<file path="src/rtl/isp_mode_ctrl.sv">
// -----------------------------------------------------------------------------
// isp_mode_ctrl
//
// Owns the display-mode select (RAW/CFA/AWB/CCM/GMA) that picks which ISP stage
// is shown. Mode changes come from a host valid/ready request, a "next" key
// pulse or an auto-cycle timer, and are only ever applied on a frame start
// (rising edge of in_vsync), so the picture never switches mid-frame.
// Also checks raw frame geometry and counts frames for debug.
//
// Ports:
//   clk            pixel clock
//   reset          synchronous reset, active-high
//   in_vsync       raw frame sync; rising edge = frame start
//   in_hsync       raw line sync (not used by the logic)
//   in_den         raw data enable
//   req_valid      host mode request valid
//   req_mode[3:0]  requested mode
//   req_ready      controller can accept a host request (IDLE, not in reset)
//   key_next       one-cycle pulse: advance to the next mode
//   auto_en        enable auto-cycling every AUTO_FRAMES frames
//   isp_disp_mode  active display mode for the ISP top
//   mode_switched  one-cycle pulse after isp_disp_mode is updated
//   req_err        one-cycle pulse after an illegal req_mode is rejected
//   frame_cnt      vsync rising edges since reset (wraps)
//   frame_err      geometry mismatch of the last completed frame
// -----------------------------------------------------------------------------
module isp_mode_ctrl #(
  parameter int source_h    = 1024,
  parameter int source_v    = 1024,
  parameter int NUM_MODES   = 5,
  parameter int AUTO_FRAMES = 60
) (
  input  logic        clk,
  input  logic        reset,
  input  logic        in_vsync,
  input  logic        in_hsync,
  input  logic        in_den,
  input  logic        req_valid,
  input  logic [3:0]  req_mode,
  output logic        req_ready,
  input  logic        key_next,
  input  logic        auto_en,
  output logic [3:0]  isp_disp_mode,
  output logic        mode_switched,
  output logic        req_err,
  output logic [15:0] frame_cnt,
  output logic        frame_err
);

  localparam int PIX_W  = ($clog2(source_h + 1) > 16) ? $clog2(source_h + 1) : 16;
  localparam int LINE_W = ($clog2(source_v + 1) > 16) ? $clog2(source_v + 1) : 16;
  localparam int AUTO_W = $clog2(AUTO_FRAMES + 1);

  typedef enum logic {
    S_IDLE    = 1'b0,
    S_PENDING = 1'b1
  } state_t;

  state_t              r_state, w_state_next;
  logic [3:0]          r_mode, w_mode_next;
  logic [3:0]          r_pend_mode, w_pend_next;
  logic                r_switched, w_apply;
  logic                r_req_err, w_req_err_next;
  logic                r_vs_d, r_den_d;
  logic [AUTO_W-1:0]   r_auto_cnt;
  logic [15:0]         r_frame_cnt;
  logic [PIX_W-1:0]    r_pix_cnt;
  logic [LINE_W-1:0]   r_line_cnt;
  logic                r_line_bad;
  logic                r_first_frame;
  logic                r_frame_err;

  logic                w_vs_rise, w_den_fall;
  logic                w_req_legal, w_auto_term;
  logic [3:0]          w_mode_inc;
  logic                w_line_done_bad;
  logic [LINE_W-1:0]   w_line_inc, w_lines_final;
  logic                w_frame_bad;
  logic                w_unused_hsync;

  assign w_unused_hsync = in_hsync;

  assign w_vs_rise   = in_vsync & ~r_vs_d;
  assign w_den_fall  = ~in_den & r_den_d;
  assign w_req_legal = ({1'b0, req_mode} < 5'(NUM_MODES));
  assign w_auto_term = (r_auto_cnt == AUTO_W'(AUTO_FRAMES - 1));
  assign w_mode_inc  = (r_mode >= 4'(NUM_MODES - 1)) ? 4'd0 : r_mode + 4'd1;

  // A line ending on the same cycle as the frame start still belongs to the
  // frame being closed, so fold it into the verdict here.
  assign w_line_done_bad = w_den_fall && (r_pix_cnt != PIX_W'(source_h));
  assign w_line_inc      = (r_line_cnt == '1) ? r_line_cnt : r_line_cnt + LINE_W'(1);
  assign w_lines_final   = w_den_fall ? w_line_inc : r_line_cnt;
  // in_den still high across the frame start means a truncated line.
  assign w_frame_bad     = (w_lines_final != LINE_W'(source_v)) | r_line_bad |
                           w_line_done_bad | (in_den & r_den_d);

  // Next-state / command arbitration: host > key > auto.
  always_comb begin
    w_state_next   = r_state;
    w_mode_next    = r_mode;
    w_pend_next    = r_pend_mode;
    w_apply        = 1'b0;
    w_req_err_next = 1'b0;
    case (r_state)
      S_IDLE: begin
        if (req_valid) begin
          if (w_req_legal) begin
            w_pend_next  = req_mode;
            w_state_next = S_PENDING;
          end else begin
            w_req_err_next = 1'b1;
          end
        end else if (key_next) begin
          w_pend_next  = w_mode_inc;
          w_state_next = S_PENDING;
        end else if (auto_en && w_vs_rise && w_auto_term) begin
          // Auto-cycle already sits on a frame boundary: apply immediately.
          w_mode_next = w_mode_inc;
          w_apply     = 1'b1;
        end
      end
      S_PENDING: begin
        if (w_vs_rise) begin
          w_mode_next  = r_pend_mode;
          w_apply      = 1'b1;
          w_state_next = S_IDLE;
        end
      end
      default: w_state_next = S_IDLE;
    endcase
  end

  always_ff @(posedge clk) begin
    if (reset) begin
      r_state       <= S_IDLE;
      r_mode        <= 4'd0;
      r_pend_mode   <= 4'd0;
      r_switched    <= 1'b0;
      r_req_err     <= 1'b0;
      r_vs_d        <= 1'b0;
      r_den_d       <= 1'b0;
      r_auto_cnt    <= '0;
      r_frame_cnt   <= 16'd0;
      r_pix_cnt     <= '0;
      r_line_cnt    <= '0;
      r_line_bad    <= 1'b0;
      r_first_frame <= 1'b1;
      r_frame_err   <= 1'b0;
    end else begin
      r_state     <= w_state_next;
      r_mode      <= w_mode_next;
      r_pend_mode <= w_pend_next;
      r_switched  <= w_apply;
      r_req_err   <= w_req_err_next;
      r_vs_d      <= in_vsync;
      r_den_d     <= in_den;

      // Holds at the terminal value if a host/key command wins that frame;
      // the pending switch then clears it.
      if (!auto_en || w_apply) begin
        r_auto_cnt <= '0;
      end else if (w_vs_rise && !w_auto_term) begin
        r_auto_cnt <= r_auto_cnt + AUTO_W'(1);
      end

      if (w_vs_rise) begin
        r_frame_cnt <= r_frame_cnt + 16'd1;
      end

      if (w_vs_rise) begin
        // The partial frame seen before the first vsync is never judged.
        if (!r_first_frame) begin
          r_frame_err <= w_frame_bad;
        end
        r_first_frame <= 1'b0;
        r_line_cnt    <= '0;
        r_line_bad    <= 1'b0;
        r_pix_cnt     <= '0;
      end else if (w_den_fall) begin
        r_pix_cnt  <= '0;
        r_line_cnt <= w_line_inc;
        if (w_line_done_bad) begin
          r_line_bad <= 1'b1;
        end
      end else if (in_den && (r_pix_cnt != '1)) begin
        r_pix_cnt <= r_pix_cnt + PIX_W'(1);
      end
    end
  end

  assign req_ready     = (r_state == S_IDLE) && !reset;
  assign isp_disp_mode = r_mode;
  assign mode_switched = r_switched;
  assign req_err       = r_req_err;
  assign frame_cnt     = r_frame_cnt;
  assign frame_err     = r_frame_err;

endmodule

</file>
<file path="config.mk">
export PLATFORM = sky130hd
export DESIGN_NAME = isp_mode_ctrl
export DESIGN_NICKNAME = d
export VERILOG_FILES = /design/src/rtl/isp_mode_ctrl.sv
export SDC_FILE = /design/constraint.sdc
export NUM_CORES = 1
export LEC_CHECK = 0
export BUFFER_PORTS_ARGS = -buffer_cell sky130_fd_sc_hd__buf_4
export CORE_ASPECT_RATIO = 0.8
export CORE_UTILIZATION = 50
export CTS_CLUSTER_DIAMETER = 200
export DETAILED_ROUTE_END_ITERATION = 10
export PLACE_DENSITY = 0.73
export SYNTH_ARGS = -nofsm -noshare
export SYNTH_HDL_FRONTEND = slang
export SYNTH_SLANG_ARGS = --single-unit
</file>
<file path="constraint.sdc">
create_clock -name clk -period 6.9 [get_ports clk]
set_clock_uncertainty 0.15 [all_clocks]
set_input_delay 1.035 -clock clk [delete_from_list [all_inputs] [get_ports clk]]
set_output_delay 1.035 -clock clk [all_outputs]
set_load 0.01 [all_outputs]
</file>
---- Word-level counts from Yosys, hierarchy flattened ----
Cells that the tools add are included.
storage, ports and cells
  memories ................................ 0
  register bits ........................... 70
  bits in read-only memories .............. 0
  RAM bits ................................ 0
  bits in latches ......................... 0
cells by class
  multiply operators ...................... 0
  muxes and demuxes ....................... 22
  bitwise logic cells ..................... 11
  magnitude comparators ................... 2
  shift operators ......................... 0
  reduce and logical (&&, ||, !) cells .... 19
  divide/modulo/power cells ............... 0
  add/subtract/negate cells ............... 5
  eq/ne operators ......................... 10
operators with widths
  kind                     number
  $add A16 B1 Y16 const B  3
  $mux W16                 2
  $mux W4                  8
  $ne A16 B11 Y1 const B   2
  $eq A16 B16 Y1 const B   1
  $ne A16 B16 Y1 const B   1
  $mux W1                  9
  $pmux W4 S2              1
  $add A6 B1 Y6 const B    1
  $eq A6 B6 Y1 const B     1
  $logic_and A1 B1 Y1      6
  $ne A2 B2 Y1 const B     3
  $reduce_or A3 Y1         2
  $not A1 Y1               5
  $add A4 B1 Y4 const B    1
  $ge A4 B3 Y1 const B     1
  $lt A4 B3 Y1 const B     1
  $ne A2 B1 Y1 const B     2
  $pmux W1 S2              2
  $reduce_and A2 Y1        2
  $reduce_and A4 Y1        1
  $reduce_or A2 Y1         2
  $and A1 B1 Y1            3
  $logic_not A1 Y1         3
  other kinds (4)          6

---- Logic depth before layout (Yosys ltp) ----
  depth after elaboration ................. 10
  mapped depth ............................ 8
  gate-level depth less buffers ........... 8

---- Worst setup path after synthesis ----
Ideal clock, no wire load.
  path kind ............................... in2reg
  start point ............................. in in_den
  end point ............................... reg r_frame_err, in the netlist frame_err
  required time ........................... 6.613 ns
  slack ................................... 4.150 ns
  arrival ................................. 2.463 ns
  buffers on the path ..................... 2
  library setup time ...................... 0.137 ns
  cell stages on the path ................. 8
  cell sequence ........................... clkbuf_1 -> nand2b_1 -> buf_2 -> nor3_1 -> and3_1 -> mux2_1 -> a21oi_1 -> a41oi_1
between the ends
  cells in the longest elaborated chain, start to end .. 7
RTL lines
  what                        line  text
  start: declaration          37    input logic in_den,
  $not A1 Y1                  84    assign w_den_fall = ~in_den & r_den_d;
  $and A1 B1 Y1               84
  $mux W16                    -
  $ne A16 B11 Y1              95    assign w_frame_bad = (w_lines_final != LINE_W'(source_v)) | r_line_bad |
  $or A1 B1 Y1 (2 in series)  95
  $or A1 B1 Y1 (*)            96    w_line_done_bad | (in_den & r_den_d);
  end signal: assignment      174   r_frame_err <= w_frame_bad;
  end: declaration            71    logic r_frame_err;
Every way passes the cells marked *; elsewhere a longest branch is shown, timed or not.
A chain may end at the register's enable or synchronous reset.

---- Worst setup path after layout ----
  start point ............................. in reset
  end point ............................... out req_ready
between the ends
  cells in the longest elaborated chain, start to end .. 2
RTL lines
  what                 line  text
  start: declaration   34    input logic reset,
  $logic_not A1 Y1     192   assign req_ready = (r_state == S_IDLE) && !reset;
  $logic_and A1 B1 Y1  192
  end: declaration     40    output logic req_ready,
No other way between the ends.

==> flow_metrics.py <==
metrics = {
    "status": {
        "outcome": "complete, no violations",
    },
    "logic_synthesis": {
        "synthCells": 395,
        "synth_area_sq_um": 3359,
        "synth_commonest_cells": "dfxtp_1, nor2_1, nand2_1, xnor2_1, a21oi_1",
        "synthDominantCellAreaShare_pct": 41.71,
        "avgSynthCellArea_sq_um": 8.505,
        "synth_top_area_cell": "dfxtp_1",
        "synth_ff_type": "dfxtp_1",
        "ys_async_sr_fraction_pct": 0,
        "synthDistinctLibCells": 47,
        "synthTopCellsByArea": "dfxtp_1, nor2_1, xnor2_1",
        "syn_nets": 413,
        "ys_ff_latch": 70,
        "synth_enable_flop_cells": 0,
        "synth_seq_area_share_pct": 41.71,
        "yosysWarnings": 0,
    },
    "placement": {
        "hpwl_um": 4751,
        "placed_area_sq_um": 3651,
        "dp.cells": 497,
        "gp_routability_congestion": 0.8040,
        "port_buffers": 34,
        "place_ws_ns": 3.781,
    },
    "layout": {
        "fill_cells": 610,
        "postLayoutCellArea_sq_um": 3866,
        "layout-drive-gt1-share_pct": 12.35,
        "final_util_pct": 60.02,
        "syn2layout_area_growth_pct": 15.08,
        "fin_cells": 513,
        "nets": 442,
        "antennaDiodeCount": 0,
    },
    "cts": {
        "htreeDepth": 3,
        "hold_buffers": 0,
        "postCtsResizedCells": 0,
        "clockBufferDepth": 2,
        "postCtsSetupBuffers": 0,
        "cts_made_buffers": 9,
        "clk_pin_slew_ns": 0.07,
        "insertion_delay_ns": 0.35,
        "clockRootBuffer": "clkbuf_8",
        "cts_tree": "yes",
        "cts_num_sinks": 70,
    },
    "global_routing": {
        "grt.overflow.total": 0,
        "grt_max_degree": 35,
        "grt_pass1_vias": 2677,
        "gr-max-usage-layer": "met2",
        "grt_use_total_pct": 21.71,
        "met2_usage_pct": 36.60,
        "met1_usage_pct": 27.22,
        "grt.met3_usage_pct": 6.587,
        "grt_pass1_wl_um": 11880,
        "antenna_found_initial": 0,
    },
    "floorplanning": {
        "die_area_sq_um": 7053,
        "start_util_pct": 52.16,
        "rows": 26,
        "ios": 36,
        "die_w_um": 93.65,
        "design.core.area_sq_um": 6441,
        "die_h_um": 75.32,
    },
    "setup_path": {
        "r2r-end": "frame_err$_SDFFE_PP0P_",
        "crit_type": "in2out",
        "reg2reg_depth": 7,
        "end_kind": "primary output",
        "crit_path_max_fanout": 34,
        "crit_path_top_delay_cell": "buf_4",
        "slowest_delay_ns": 0.30,
        "r2r-start": "r_line_cnt[0]$_SDFF_PP0_",
        "worstPathArrival_ns": 1.60,
        "cpMostUsedCell": "buf_4",
        "start_kind": "input pin",
        "rrSetupSlack_ns": 4.39,
        "path_cells": "buf_4, nor2_1, buf_4",
        "crit_required_ns": 5.71,
    },
    "drt": {
        "drc": 0,
        "viasPerCell": 5.587,
        "ant_nets": 0,
        "finalWirelength_um": 6855,
        "first_iter_violations": 185,
        "drtPass1Iterations": 4,
        "wl_per_cell_um": 13.36,
        "vias": 2866,
    },
    "timing": {
        "rsz0062_at_grt": "false",
        "period_share_pct": 40.39,
        "hold_viol_final": 0,
        "holdWs_ns": 0.3098,
        "final.setup.tns_ns": 0,
        "worst_pin_slew_ns": 0.8319,
        "worst_slack_ns": 4.113,
        "period_needed_ns": 2.787,
        "final_max_slew_viol_count": 0,
        "timing.slew.headroom_pct": 44.11,
        "setup_viol": 0,
        "fmax_mhz": 358.8,
    },
    "power": {
        "power_uw": 827.1,
        "peakVddDrop_mv": 0.1371,
        "power_density_nw_per_um2": 213.9,
        "p_leak_nw": 1.409,
    },
    "min_path": {
        "hold_class": "reg2reg",
        "hold_start": "r_first_frame$_SDFFE_PP1P_",
        "whs_path_depth": 1,
        "hold_end": "r_first_frame$_SDFFE_PP1P_",
    },
    "job": {
        "cap_violations": 0,
    },
}
[report_power, final]
group | internal (mW) | switching (mW) | total [mW]
combinational | 0.0209 | 0.0285 | 0.0494
sequential | 0.412 | 0.00759 | 0.419
clock | 0.204 | 0.154 | 0.359
total | 0.637 | 0.190 | 0.827
[placed cells by master, fill, tap and decap left out, types with 8 or more instances in the layout]
| cell type | count |
|---|---|
| clkbuf_8 | 9 |
| nand3_1 | 16 |
| xnor2_1 | 25 |
| a21oi_1 | 19 |
| nor3_1 | 17 |
| xor2_1 | 16 |
| nand2_1 | 28 |
| buf_4 | 34 |
| and4_1 | 8 |
| nor2_1 | 70 |
| nand4_1 | 16 |
| dfxtp_1 | 70 |
[worst max path at each step]
stage	start	endpoint	slack (ns)	cells after the start
global route	in_vsync	frame_cnt[12]$_SDFFE_PP0P_	4.01	6
detailed placement	in_vsync	frame_cnt[12]$_SDFFE_PP0P_	3.78	6
CTS	reset	req_ready	4.12	3
floorplan	in_den	frame_err$_SDFFE_PP0P_	4.15	8
finish	reset	req_ready	4.11	3
global placement	in_vsync	frame_cnt[14]$_SDFFE_PP0P_	3.85	7
[cell type report]
class / count / area, sq um / share of cell area [%]
clock buffer: 11 / 131.4 / 3.398
timing repair buffer: 34 / 255.2 / 6.602
multi-input combinational: 304 / 1871 / 48.38
clock inverter: 5 / 83.83 / 2.168
sequential: 70 / 1401 / 36.25
tap: 84 / 105.1 / 2.718
inverter: 5 / 18.77 / 0.4854
[state kept, by name, indices dropped and copies added, names as in the netlist, 4 cells and up]
register and count:
r_auto_cnt 6, isp_disp_mode 4, r_pix_cnt 16, frame_cnt 16
r_line_cnt 16, r_pend_mode 4
[worst max-delay path, delay by kind of cell]
kind	cells	cell delay, ns
buf+inv	2	0.46
simple gates	1	0.09
[layer usage]
metal	part of all wire [%]	wire length [um]	vias up
met2	45	3111	65
met1	48	3318	1341
met4	1.2	79	0
met3	5.0	345	7
met5	0	0	-
li1	-	-	1453
[cells by family after synthesis]
group                    Yosys count  synth area share [%]
multiplexers                       6                 1.825
flip-flops                        70                 41.71
XOR/XNOR                          41                 10.69
AO/OA/AOI/OAI                     50                 9.572
AND/OR/NAND/NOR                  201                 31.36
adder cells (fa/ha/maj)            6                 2.235
buffers and inverters             21                 2.607
Power figures use the tool's default switching activity.
